===== src/rtl/fp_mac_pkg.sv =====
// fp_mac_pkg: shared state encoding and default sizes for the FP MAC sequencer
// Contents: state_t (IDLE/ISSUE/DRAIN/DONE), PIPE_DEPTH_DEF, DATA_W.
package fp_mac_pkg;
  localparam int PIPE_DEPTH_DEF = 5;
  localparam int DATA_W = 32;
  typedef enum logic [1:0] {
    IDLE  = 2'd0,
    ISSUE = 2'd1,
    DRAIN = 2'd2,
    DONE  = 2'd3
  } state_t;
endpackage


===== src/rtl/fp_mac_inflight_tracker.sv =====
// fp_mac_inflight_tracker: valid+last shift register mirroring the MAC pipeline depth
// Ports: clock, reset (async, active-high); issue/last enter bit 0 each cycle;
// tap_valid/tap_last mark the cycle in which the pipeline output belongs to that element.
module fp_mac_inflight_tracker #(
  parameter int DEPTH = fp_mac_pkg::PIPE_DEPTH_DEF
) (
  input  logic clock,
  input  logic reset,
  input  logic issue,
  input  logic last,
  output logic tap_valid,
  output logic tap_last
);
  logic [DEPTH-1:0] v;
  logic [DEPTH-1:0] l;
  always_ff @(posedge clock or posedge reset)
    if (reset) begin
      v <= '0;
      l <= '0;
    end else begin
      v <= {v[DEPTH-2:0], issue};
      l <= {l[DEPTH-2:0], issue & last};
    end
  assign tap_valid = v[DEPTH-1];
  assign tap_last  = l[DEPTH-1];
endmodule


===== src/rtl/fp_mac_sequencer.sv =====
// fp_mac_sequencer: issues a dot-product job into the 5-stage FP MAC pipeline and returns its result
// Ports: clock, reset (async, active-high); start/vec_len/busy job control;
// in_valid/in_ready/in_a/in_b operand stream; mac_* pipeline issue side and stage-5 result;
// out_valid/out_ready/out_result/out_sign result port.
// Option: FP_MAC_SEQ_PERF_EN adds perf_cycles, cycles from start acceptance to out_valid rise.
module fp_mac_sequencer #(
  parameter int PIPE_DEPTH = fp_mac_pkg::PIPE_DEPTH_DEF,
  parameter int LEN_W = 8,
  parameter int DATA_W = fp_mac_pkg::DATA_W
) (
  input  logic              clock,
  input  logic              reset,
  input  logic              start,
  input  logic [LEN_W-1:0]  vec_len,
  output logic              busy,
  input  logic              in_valid,
  output logic              in_ready,
  input  logic [DATA_W-1:0] in_a,
  input  logic [DATA_W-1:0] in_b,
  output logic              mac_issue,
  output logic [DATA_W-1:0] mac_a,
  output logic [DATA_W-1:0] mac_b,
  output logic              mac_acc_clear,
  input  logic [DATA_W-1:0] mac_result,
  input  logic              mac_sign,
  output logic              out_valid,
  input  logic              out_ready,
  output logic [DATA_W-1:0] out_result,
  output logic              out_sign
`ifdef FP_MAC_SEQ_PERF_EN
  ,
  output logic [15:0]       perf_cycles
`endif
);
  import fp_mac_pkg::*;
  state_t state, state_nx;
  logic [LEN_W-1:0] remaining;
  logic first_flag, mac_last, tap_valid, tap_last;
  logic accept, last_acc, capture, job_start;
  assign in_ready  = state == ISSUE;
  assign busy      = state != IDLE;
  assign out_valid = state == DONE;
  assign accept    = in_ready && in_valid;
  assign last_acc  = accept && remaining == LEN_W'(1);
  assign job_start = state == IDLE && start;
  // only the element tagged last may capture; bubbles and earlier elements pass the tap unseen
  assign capture   = state == DRAIN && tap_valid && tap_last;
  always_comb begin
    state_nx = state;
    case (state)
      IDLE:  state_nx = !start ? IDLE : (vec_len == '0 ? DONE : ISSUE);
      ISSUE: state_nx = last_acc ? DRAIN : ISSUE;
      DRAIN: state_nx = capture ? DONE : DRAIN;
      DONE:  state_nx = out_ready ? IDLE : DONE;
    endcase
  end
  always_ff @(posedge clock or posedge reset)
    if (reset) state <= IDLE;
    else state <= state_nx;
  always_ff @(posedge clock or posedge reset)
    if (reset) begin
      remaining     <= '0;
      first_flag    <= 1'b0;
      mac_issue     <= 1'b0;
      mac_acc_clear <= 1'b0;
      mac_last      <= 1'b0;
      mac_a         <= '0;
      mac_b         <= '0;
      out_result    <= '0;
      out_sign      <= 1'b0;
    end else begin
      mac_issue     <= accept;
      mac_acc_clear <= accept && first_flag;
      mac_last      <= last_acc;
      if (accept) begin
        mac_a      <= in_a;
        mac_b      <= in_b;
        remaining  <= remaining - 1'b1;
        first_flag <= 1'b0;
      end
      // result is zeroed per job so an empty job reports 0/0
      if (job_start) begin
        remaining  <= vec_len;
        first_flag <= 1'b1;
        out_result <= '0;
        out_sign   <= 1'b0;
      end
      if (capture) begin
        out_result <= mac_result;
        out_sign   <= mac_sign;
      end
    end
  fp_mac_inflight_tracker #(.DEPTH(PIPE_DEPTH)) u_tracker (
    .clock(clock),
    .reset(reset),
    .issue(mac_issue),
    .last(mac_last),
    .tap_valid(tap_valid),
    .tap_last(tap_last)
  );
`ifdef FP_MAC_SEQ_PERF_EN
  // the start cycle itself counts, so the counter opens at 1
  always_ff @(posedge clock or posedge reset)
    if (reset) perf_cycles <= '0;
    else if (job_start) perf_cycles <= 16'd1;
    else if ((state == ISSUE || state == DRAIN) && perf_cycles != 16'hFFFF) perf_cycles <= perf_cycles + 1'b1;
`endif
endmodule


===== config.mk =====
export PLATFORM = sky130hd
export DESIGN_NAME = fp_mac_sequencer
export DESIGN_NICKNAME = d
export VERILOG_FILES = /design/src/rtl/fp_mac_pkg.sv /design/src/rtl/fp_mac_inflight_tracker.sv /design/src/rtl/fp_mac_sequencer.sv
export SDC_FILE = /design/constraint.sdc
export NUM_CORES = 1
export LEC_CHECK = 0
export CAP_MARGIN = 20
export CORE_MARGIN = 3
export CORE_UTILIZATION = 40
export DETAILED_ROUTE_END_ITERATION = 8
export PLACE_DENSITY = 0.89
export SLEW_MARGIN = 5
export SYNTH_ARGS = -nofsm -noshare
export SYNTH_HDL_FRONTEND = slang
export SYNTH_SLANG_ARGS = --single-unit

===== constraint.sdc =====
create_clock -name clock -period 6.71 [get_ports clock]
set_input_delay 1.6775 -clock clock [delete_from_list [all_inputs] [get_ports clock]]
set_output_delay 1.6775 -clock clock [all_outputs]
set_load 0.05 [all_outputs]

After elaboration in Yosys (flattened, before gate mapping)
Cells that the tools add are included.
{"block": "word_totals", "elab_cells": 43, "input_bits": 110, "out_inout_bits": 102, "register_bits": 121}
{"block": "classes", "muxes": 14, "n_reduce_logical": 11, "add_sub_neg": 1, "n_bitwise": 1, "eq_ne": 4}
{"operator": "32-bit two-way mux", "count": 2}
{"operator": "8-bit two-way mux", "count": 2}
{"operator": "8-bit by 1-bit equality test with 1-bit output (second input constant)", "count": 1}
{"operator": "8-bit logical NOT", "count": 1}
{"operator": "2-bit two-way mux", "count": 4}
{"operator": "2-bit one-hot mux with 4 select lines", "count": 1}
{"operator": "8-bit by 1-bit subtractor with 8-bit output (second input constant)", "count": 1}
{"operator": "1-bit logical AND", "count": 6}
{"operator": "2-bit nonzero test", "count": 3}
{"operator": "1-bit two-way mux", "count": 5}
{"operator": "2-bit equality test (second input constant)", "count": 2}
{"operator": "2-bit by 1-bit equality test with 1-bit output (second input constant)", "count": 1}
{"operator": "2-bit logical NOT", "count": 1}
{"operator": "1-bit bitwise AND", "count": 1}

Depth between registers and ports, before layout
{"block": "logic_depth", "depth_word": 5, "mapped_depth": 6, "ltp_nobuf": 5}

By module
A second synthesis with hierarchy kept.
{"block": "hier_totals", "cells_unflattened": 433, "hier_area_um2": 4605.7}
{"mod": "fp_mac_sequencer", "area_per_inst_um2": 4345.4, "instances": 1, "cells_per_inst": 421, "seq_area_each_um2": 2777.7}
{"mod": "fp_mac_inflight_tracker", "area_per_inst_um2": 260.2, "instances": 1, "cells_per_inst": 12, "seq_area_each_um2": 250.2}

Worst setup path before layout
Ideal clock, no wire load.
{"block": "synth_path", "path_kind": "register -> output", "start": "reg state[1]", "end": "out in_ready", "path_buffers": 1, "required_time_ns": 5.032, "path_slack_ns": 3.844, "path_stages_with_launch": 3, "t_arrival_ns": 1.189, "path_cell_list": "dfrtp_1 -> clkbuf_1 -> nor2_1"}
{"block": "synth_via", "elab_chain_cells": 1}
{"element": "start, declared", "line": "fp_mac_sequencer.sv:36", "rtl": "state_t state, state_nx;"}
{"element": "start signal, assigned", "line": "fp_mac_sequencer.sv:59", "rtl": "else state <= state_nx;"}
{"element": "2-bit by 1-bit equality test with 1-bit output", "line": "fp_mac_sequencer.sv:40", "rtl": "assign in_ready = state == ISSUE;"}
{"element": "end, declared", "line": "fp_mac_sequencer.sv:17", "rtl": "output logic in_ready,"}
No other way between the ends.

Final worst setup path
{"block": "layout_path", "start": "reg state[1]", "end": "out busy"}
{"block": "layout_via", "elab_chain_cells": 1}
{"element": "2-bit nonzero test", "line": "fp_mac_sequencer.sv:41", "rtl": "assign busy = state != IDLE;"}
{"element": "end, declared", "line": "fp_mac_sequencer.sv:15", "rtl": "output logic busy,"}
No other way between the ends.

==> results.json <==
{
  "period_minus_slack_ps": 3599,
  "grt_remaining_overflow": 0,
  "place_inst": 763,
  "gp_congestion": 0.8314,
  "arrival_ps": 1920,
  "tightest_slew_ps": 829.3,
  "cp.required_ps": 5030,
  "clkPwrFrac_pct": 26.4,
  "cts.root.buffer_cell": "clkbuf_16",
  "ys_types": 35,
  "synth_top_area_share_pct": 66.17,
  "vias": 3910,
  "nets": 756,
  "syn2layout_area_growth_pct": 61.66,
  "first_iter_violations": 215,
  "synth_top_area_cell": "dfrtp_1",
  "comb_power_share_pct": 41.2,
  "cap_viol_max_count": 0,
  "synthFlopType": "dfrtp_1",
  "pwr-share-seq_pct": 32.3,
  "cts_setup_buffers": 0,
  "crit_path_start_kind": "flip-flop",
  "cts_sinks": 121,
  "drive_gt1_share_pct": 7.012,
  "core_sq_um": 11030,
  "grt-busiest-layer": "met2",
  "wl_per_cell_um": 15.61,
  "firstDrtPassIters": 7,
  "yosysMostFrequentCell": "nand2_1",
  "synth_edf_count": 0,
  "worst-path-max-fanout": 11,
  "p_int_mw": 1.952,
  "ys_ff_latch": 121,
  "die-area_sq_um": 12760,
  "slew_headroom_pct": 44.71,
  "yosys_warnings": 0,
  "routed_wl_mm": 12.43,
  "syn_nets": 545,
  "synthCells": 433,
  "irDropWorstVdd_mv": 0.3374,
  "finClkSkew_ps": 5.789,
  "diodes": 0,
  "synthTopCellsByCount": "200 x nand2_1, 121 x dfrtp_1, 33 x a22o_1",
  "grt_pass1_vias": 3927,
  "cts-resized-gates": 0,
  "end_kind": "output port",
  "route.antenna.remaining_nets": 0,
  "rows": 38,
  "hpwl_mm": 8.709,
  "min_path_type": "reg2reg",
  "grt_use_total_pct": 19.70,
  "rsz0062_at_grt": "no",
  "synth_area_sq_um": 4576,
  "antenna_found_initial": 0,
  "portBuffers": 211,
  "ioPinCount": 212,
  "finalMaxSlewViolations": 0,
  "instances_no_fill": 796,
  "fin_setup_tns_ps": 0,
  "route.detailed.drc": 0,
  "start_util_pct": 41.48,
  "p_sw_share_pct": 40.55,
  "numCtsBuffers": 17,
  "max_freq_ghz": 0.2778,
  "ctsLongestPathBuffers": 2,
  "synth-async-reset-ratio_pct": 100.0,
  "p_sw_mw": 1.331,
  "die_h_um": 113.0,
  "clk_pin_slew_ps": 50,
  "outcome": "finished clean",
  "cts_tree": "done",
  "avgSynthCellArea_sq_um": 10.57,
  "finalHoldViolations": 0,
  "die_w_um": 113.0,
  "grt_util_met1_pct": 25.12,
  "synth_seq_area_share_pct": 66.17,
  "p_per_area_nw_per_um2": 443.9,
  "grt_pass1_wl_mm": 19.84,
  "h-tree-depth": 4,
  "grt_util_met2_pct": 31.60,
  "synthTopCellsByArea": "dfrtp_1 66%, nand2_1 16%, a22o_1 6.3%",
  "timing.final.crit_share_pct": 53.64,
  "p_leak_nw": 3.494,
  "via_per_inst": 4.912,
  "grt_max_degree": 81,
  "insertion_delay_ps": 400,
  "ctsHoldBuffers": 0,
  "critPathKind": "reg2out",
  "grt_use_met3_pct": 6.257,
  "final-setup-viol-count": 0
}
[worst max-delay path: stages, from the launching register on]
cell and delay, ps:
dfrtp_1 490, or2_2 320, clkdlybuf4s50_1 720
[power groups by stage]
stage	combinational, mW	clock [mW]	sequential (mW)
6_report	1.35	0.868	1.06
2_1_floorplan	0.300	0	1.61
3_3_place_gp	1.33	0	1.06
5_1_grt	1.43	0.924	1.09
4_1_cts	1.36	0.884	1.06
3_5_place_dp	1.36	0	1.06
[cell families after synthesis]
family	count (synthesis)	share of synthesized area (%)
AOI/OAI and AO/OA	48	9.106
adders and majority gates	2	0.5468
buffers and inverters	29	2.707
DFF	121	66.17
muxes	3	0.6563
and+or+nand+nor	230	20.81
[metrics by stage]
stage	hold slack, ps	setup WS, ps	total power [mW]	instance area (sq um)	util, %
3_5_place_dp	334.7	2497	2.419	6794	61.59
5_1_grt	353.0	2986	3.440	7397	67.06
2_1_floorplan	331.2	1818	1.913	4576	-
4_1_cts	345.9	2913	3.303	7366	66.78
3_3_place_gp	333.9	2548	2.387	6779	61.46
6_report	342.6	3111	3.283	7397	67.06
[placed cells by master (no fill, tap or decap), drive strengths merged, types with 3 or more instances in the layout]
cell type,Yosys,final
clkdlybuf4s50,0,211
nand2,200,200
dfrtp,121,121
a22o,33,33
clkbuf,12,22
clkinv,0,6
nor2,5,5
a221o,5,5
inv,5,5
buf,12,5
o311ai,4,4
nor3,3,3
and2,3,3
mux2i,3,3
nor3b,3,3
[state kept, by name, summed over array words and instances, names as in the netlist]
| signal | flops |
|---|---|
| mac_a | 32 |
| mac_b | 32 |
| out_result | 32 |
| remaining | 8 |
| u_tracker.l | 5 |
| u_tracker.v | 5 |
| state | 2 |
| first_flag | 1 |
| mac_acc_clear | 1 |
| mac_issue | 1 |
| mac_last | 1 |
| out_sign | 1 |
[layer usage]
metal | routed length (um) | vias to the layer above | part of all wire [%]
met2 | 5944 | 176 | 48
met1 | 5232 | 1860 | 42
met4 | 203 | 0 | 1.6
li1 | - | 1855 | -
met3 | 1046 | 19 | 8.4
met5 | 0 | - | 0
[layout make-up]
class / instances / area, sq um
repair buffers: 216 / 2173
multi-input cells: 283 / 1428
flip-flops and latches: 121 / 3028
clock buffers: 22 / 474.2
well taps: 140 / 175.2
inverters: 5 / 21.27
clock inverters: 9 / 97.59
fillers: 814 / 3633
[final timing paths]
| path | start | to | slack [ps] | cells past startpoint |
|---|---|---|---|---|
| worst min register to register | u_tracker.v[1] | u_tracker.v[2] | 340 | 0 |
| min in group asynchronous | reset | out_result[16] | 1720 | 2 |
| max in group asynchronous | reset | out_result[22] | 3700 | 3 |
| worst max-delay path | state[1] | busy | 3110 | 2 |
| worst max register to register | state[1] | remaining[3] | 4190 | 6 |
| worst min-delay path | u_tracker.v[1] | u_tracker.v[2] | 340 | 0 |
(Power assumes the default switching activity.)
